**src/rtl/mac_accumulator_if.sv**
```systemverilog
// Handshake bundle between the product source, mac_accumulator and the result consumer.
// master: the side that drives products and consumes results; slave: the accumulator.
interface mac_accumulator_if #(
  parameter int unsigned PROD_W = 64,
  parameter int unsigned LEN_W  = 8
);
  logic              start;
  logic [LEN_W-1:0]  len;
  logic [PROD_W-1:0] prod;
  logic              prod_valid;
  logic              prod_ready;
  logic [PROD_W-1:0] res;
  logic              res_sat;
  logic              res_valid;
  logic              res_ready;
  logic              busy;

  modport master (
    output start, len, prod, prod_valid, res_ready,
    input  prod_ready, res, res_sat, res_valid, busy
  );

  modport slave (
    input  start, len, prod, prod_valid, res_ready,
    output prod_ready, res, res_sat, res_valid, busy
  );
endinterface

```
**src/rtl/mac_accumulator.sv**
```systemverilog
// Sums a burst of signed products in a wide accumulator and emits one saturated result
// per burst over a valid/ready handshake.
module mac_accumulator #(
  parameter int unsigned PROD_W = 64,
  parameter int unsigned ACC_W  = 72,
  parameter int unsigned LEN_W  = 8
) (
  input logic              clk,
  input logic              rst,
  mac_accumulator_if.slave bus
);

  typedef enum logic [1:0] {StIdle, StAccum, StSat, StHold} state_e;

  state_e                  state_q, state_d;
  logic signed [ACC_W-1:0] acc_q, acc_d;
  logic [LEN_W-1:0]        count_q, count_d;
  logic [PROD_W-1:0]       res_q, res_d;
  logic                    res_sat_q, res_sat_d;

  logic                    accept;
  logic signed [ACC_W-1:0] prod_ext;
  logic [ACC_W-PROD_W:0]   top_bits;
  logic                    pos_ovf, neg_ovf;

  assign accept   = (state_q == StAccum) && bus.prod_valid;
  assign prod_ext = {{(ACC_W-PROD_W){bus.prod[PROD_W-1]}}, bus.prod};

  // The sum fits PROD_W bits only if every bit above the result sign bit matches the sign.
  assign top_bits = acc_q[ACC_W-1:PROD_W-1];
  assign pos_ovf  = !acc_q[ACC_W-1] && (|top_bits);
  assign neg_ovf  = acc_q[ACC_W-1] && !(&top_bits);

  always_ff @(posedge clk or posedge rst) begin
    if (rst) begin
      state_q <= StIdle;
    end else begin
      state_q <= state_d;
    end
  end

  always_comb begin
    state_d = state_q;
    case (state_q)
      StIdle:  if (bus.start) state_d = (bus.len == '0) ? StSat : StAccum;
      StAccum: if (accept && (count_q == LEN_W'(1))) state_d = StSat;
      StSat:   state_d = StHold;
      StHold:  if (bus.res_ready) state_d = StIdle;
      default: state_d = StIdle;
    endcase
  end

  always_comb begin
    bus.prod_ready = (state_q == StAccum);
    bus.res_valid  = (state_q == StHold);
    bus.busy       = (state_q != StIdle);
    bus.res        = res_q;
    bus.res_sat    = res_sat_q;
  end

  always_comb begin
    acc_d     = acc_q;
    count_d   = count_q;
    res_d     = res_q;
    res_sat_d = res_sat_q;
    case (state_q)
      StIdle: begin
        if (bus.start) begin
          acc_d   = '0;
          count_d = bus.len;
        end
      end
      StAccum: begin
        if (accept) begin
          acc_d   = acc_q + prod_ext;
          count_d = count_q - LEN_W'(1);
        end
      end
      StSat: begin
        if (pos_ovf) begin
          res_d     = {1'b0, {(PROD_W-1){1'b1}}};
          res_sat_d = 1'b1;
        end else if (neg_ovf) begin
          res_d     = {1'b1, {(PROD_W-1){1'b0}}};
          res_sat_d = 1'b1;
        end else begin
          res_d     = acc_q[PROD_W-1:0];
          res_sat_d = 1'b0;
        end
      end
      default: ;
    endcase
  end

  always_ff @(posedge clk or posedge rst) begin
    if (rst) begin
      acc_q     <= '0;
      count_q   <= '0;
      res_q     <= '0;
      res_sat_q <= 1'b0;
    end else begin
      acc_q     <= acc_d;
      count_q   <= count_d;
      res_q     <= res_d;
      res_sat_q <= res_sat_d;
    end
  end

endmodule

```
**src/flat_wrapper.sv**
```systemverilog
// flat-port wrapper written by rule: the top's interface ports become plain ports
module mac_accumulator_flat 
#(
  parameter int unsigned PROD_W = 64,
  parameter int unsigned ACC_W  = 72,
  parameter int unsigned LEN_W  = 8
)
  (clk, rst, bus_start, bus_len, bus_prod, bus_prod_valid, bus_res_ready, bus_prod_ready, bus_res, bus_res_sat, bus_res_valid, bus_busy);
  mac_accumulator_if #(.PROD_W(PROD_W), .LEN_W(LEN_W)) bus_i ();
  input logic clk;
  input logic rst;
  input wire logic [$bits(bus_i.start)-1:0] bus_start;
  input wire logic [$bits(bus_i.len)-1:0] bus_len;
  input wire logic [$bits(bus_i.prod)-1:0] bus_prod;
  input wire logic [$bits(bus_i.prod_valid)-1:0] bus_prod_valid;
  input wire logic [$bits(bus_i.res_ready)-1:0] bus_res_ready;
  output wire logic [$bits(bus_i.prod_ready)-1:0] bus_prod_ready;
  output wire logic [$bits(bus_i.res)-1:0] bus_res;
  output wire logic [$bits(bus_i.res_sat)-1:0] bus_res_sat;
  output wire logic [$bits(bus_i.res_valid)-1:0] bus_res_valid;
  output wire logic [$bits(bus_i.busy)-1:0] bus_busy;
  assign bus_i.start = bus_start;
  assign bus_i.len = bus_len;
  assign bus_i.prod = bus_prod;
  assign bus_i.prod_valid = bus_prod_valid;
  assign bus_i.res_ready = bus_res_ready;
  assign bus_prod_ready = bus_i.prod_ready;
  assign bus_res = bus_i.res;
  assign bus_res_sat = bus_i.res_sat;
  assign bus_res_valid = bus_i.res_valid;
  assign bus_busy = bus_i.busy;
  mac_accumulator #(.PROD_W(PROD_W), .ACC_W(ACC_W), .LEN_W(LEN_W)) u_core (.clk(clk), .rst(rst), .bus(bus_i));
endmodule
```
**config.mk**
```make
export PLATFORM = sky130hd
export DESIGN_NAME = mac_accumulator_flat
export DESIGN_NICKNAME = d
export VERILOG_FILES = /design/src/rtl/mac_accumulator_if.sv /design/src/rtl/mac_accumulator.sv /design/src/flat_wrapper.sv
export SDC_FILE = /design/constraint.sdc
export NUM_CORES = 1
export LEC_CHECK = 0
export ABC_AREA = 1
export CAP_MARGIN = 20
export CORE_ASPECT_RATIO = 1.75
export CORE_MARGIN = 1
export CORE_UTILIZATION = 52
export CTS_CLUSTER_DIAMETER = 40
export DETAILED_ROUTE_END_ITERATION = 12
export PLACE_DENSITY = 0.8
export SYNTH_ARGS = -nofsm -noshare
export SYNTH_HDL_FRONTEND = slang
export SYNTH_SLANG_ARGS = --single-unit
export TNS_END_PERCENT = 20
```
**constraint.sdc**
```tcl
create_clock -name clk -period 5 [get_ports clk]
set_input_delay 1 -clock clk [delete_from_list [all_inputs] [get_ports clk]]
set_output_delay 1 -clock clk [all_outputs]
set_load 0.03 [all_outputs]
```
==> summary.md <==
| Metric | Value |
|---|---|
| Vias | 12.9k |
| Synth cell types | between 40 and 50 |
| Core Box Area | 22700 um2 |
| Pre-CTS WS | around 1200 ps |
| Final Net Count | 2220 |
| Initial antenna violation count | 0 |
| Share of layout cells above drive strength 1 | 5.82% |
| Worst Setup Start Kind | flop |
| Mapped Area | 12000 um2 |
| Hold Path Class | flop to flop |
| Drt first pass iters | 7 |
| Post-synth top flop | dfrtp_1 |
| Synth Warn # | 0 |
| Die width | 117 um |
| Post-CTS Repair Setup Buffers | 0 |
| Critical path type | flop to flop |
| Cell count after synthesis | 1932 |
| Worst Setup SP | u_core.state_q[1]$_DFFE_PP0P_ |
| Post-DP HPWL | ~34000 um |
| Final Cycle Share | between 70 and 80% |
| Total power draw | approximately 0.009 W |
| First-pass GRT wire length | ~67000 um |
| # DRC | 0 |
| DR iter-0 viols | 950 |
| GRT Total Usage | 38.3% |
| Most frequent cells in the layout | nand2_1, inv_1, nor2_1 |
| Die H | 203 um |
| Most common cell after layout, fill and taps aside | nand2_1 |
| Crit path max fanout | 40 |
| Area growth from synthesis to layout | 19.1% |
| CTS tree | yes |
| Setup_tns | 0 ps |
| Maximum VDD drop | 357 uV |
| Starting Density | between 50% and 60% |
| Setup Skew | 14.3 ps |
| Unrepaired setup endpoints after global routing | no |
| Worst r2r src | u_core.state_q[1]$_DFFE_PP0P_ |
| Final Critical Period | 3630 ps |
| Pin count of the biggest net entering global routing | 85 |
| Seq/Total Area, Yosys | 30.6% |
| #FFs+latches synth | ~150 |
| Clock Latency Late Sink | approximately 440 ps |
| Antenna diodes | 0 |
| Port buffer count | 144 |
| Max clock buf depth | 2 |
| Clock slew at reported path FFs | 60 ps |
| Post-cts repair resize count | 0 |
| Max Cap Violations | 0 |
| Worst slew margin | 43.5% |
| Row count | 73 |
| Gr ovfl total | 0 |
| Run status | finished, final reports clean |
| Pleak | 7.46 nW |
| # setup viols final | 0 |
| Die Area | 23700 um2 |
| RD Place Congestion | roughly 1.0 |
| Hold Startpoint | u_core.bus.res[63]$_DFFE_PP0P_ |
| Routed len/inst | ~18 um |
| Vias in the first global route | 12.8k |
| Htree depth | 4 |
| Drt via density | 5.40 |
| Final number of max-transition violations | 0 |
| Final wirelength | 43600 um |
| Syn nets | 2087 |
| Dpl cell area | around 14000 um2 |
| Worst Setup End Kind | flop |
| Worst Path Arrival | around 3900 ps |
| Core occupancy in the finished layout | 63.2% |
| Pwr dens | 614 nW/um2 |
| Final Cell Area | 14300 um2 |
| CTS Hold Buffers Added | 0 |
| Final setup margin | approximately 1400 ps |
| Maximum clock frequency | between 200 and 300 MHz |
| I/O pins | 145 |
| Ys async rst share | 100% |
| CP required | 5290 ps |
| Final Hold Viols | 0 |
| Synthesized area per cell | 6.22 um2 |
| Post-synth EDFFs | 0 |
| TritonCTS Buffers | 17 |
| Antenna Violating Nets Remaining | 0 |
| Clock root cell | clkbuf_16 |
| Sink Count | approximately 150 |
| Worst-Margin Slew | 847 ps |
## metal layers
metal  part of all wire, %  up-vias  global-route usage (%)
met5                     0        -                       0
li1                      -     6360                       -
met3                   4.3      161                    6.18
met2                    52      453                    68.4
met1                    36     5879                    39.4
met4                   7.6        0                    27.7
## registers in the layout, summed over array words and instances (netlist names)
name,count
u_core.state_q,2
u_core.acc_q,72
u_core.bus.res,64
u_core.count_q,8
u_core.bus.res_sat,1
## cell usage after synthesis, types with 3 or more instances
cell type | n | area (um2)
a21oi_1 | 117 | 586
nor2_1 | 205 | 769
ha_1 | 77 | 963
nand2_2 | 20 | 125
nand3b_1 | 9 | 67.6
nand4_1 | 4 | 25.0
clkbuf_1 | 23 | 86.3
a21o_1 | 3 | 22.5
nand3_2 | 6 | 60.1
a22o_1 | 3 | 26.3
nand3_1 | 86 | 430
nand2_1 | 692 | 2600
nor2_2 | 20 | 125
nor4_2 | 8 | 100
nor4_1 | 4 | 25.0
o31ai_1 | 5 | 37.5
inv_1 | 271 | 1020
o21bai_1 | 6 | 45.0
o21ai_1 | 3 | 15.0
nor2_4 | 4 | 45.0
xnor2_1 | 3 | 26.3
buf_2 | 11 | 55.1
dfrtp_1 | 147 | 3680
o21ai_0 | 149 | 746
inv_2 | 16 | 60.1
o211ai_1 | 3 | 22.5
nor3_1 | 13 | 65.1
or2_2 | 4 | 25.0
## metrics by stage
step	hold WS (ps)	instances
after global routing	515	2378
after global placement	456	2345
final	480	2378
after detailed placement	470	2345
after CTS	486	2377
after floorplan	467	1932
## kinds of logic after synthesis
family	share of synthesized area (%)
xor+xnor	0.292
buf+inv	10.3
compound gates	13.1
flops	30.6
mux	0.0833
simple gates	37.4
fa+ha+maj	8.18
## final cells by class
cell class / instances / area (um2)
clock buffer: 20 / 437
clock inverter: 12 / 83.8
fill: 2270 / 8340
inverter: 288 / 1090
multi-input combinational: 1460 / 7110
sequential: 147 / 3680
tap: 300 / 375
timing repair buffer: 151 / 1540
## worst max-delay path: stages (launching register included)
cell and delay (ps):
dfrtp_1 400, inv_1 80, ha_1 350, inv_1 550, nor3_4 110, inv_2 420, nand2_1 410, inv_2 730
buf_12 300, o31ai_1 110
## power breakdown
group / internal [W] / switching [W]
clock network: 0.000634 / 0.000541
logic: 0.00180 / 0.00368
registers: 0.00172 / 0.000418
## worst paths after layout
check,cells past startpoint,endpoint,slack [ps]
setup reg to reg,9,u_core.acc_q[8]$_DFFE_PP0P_,1370
hold reg to reg,2,u_core.bus.res[63]$_DFFE_PP0P_,480
hold / removal,2,u_core.bus.res[63]$_DFFE_PP0P_,480
min in group asynchronous,2,u_core.acc_q[10]$_DFFE_PP0P_,1090
max in group asynchronous,3,u_core.acc_q[49]$_DFFE_PP0P_,3070
setup / recovery,9,u_core.acc_q[8]$_DFFE_PP0P_,1370
Note: power is estimated with default switching activity, not from simulation.
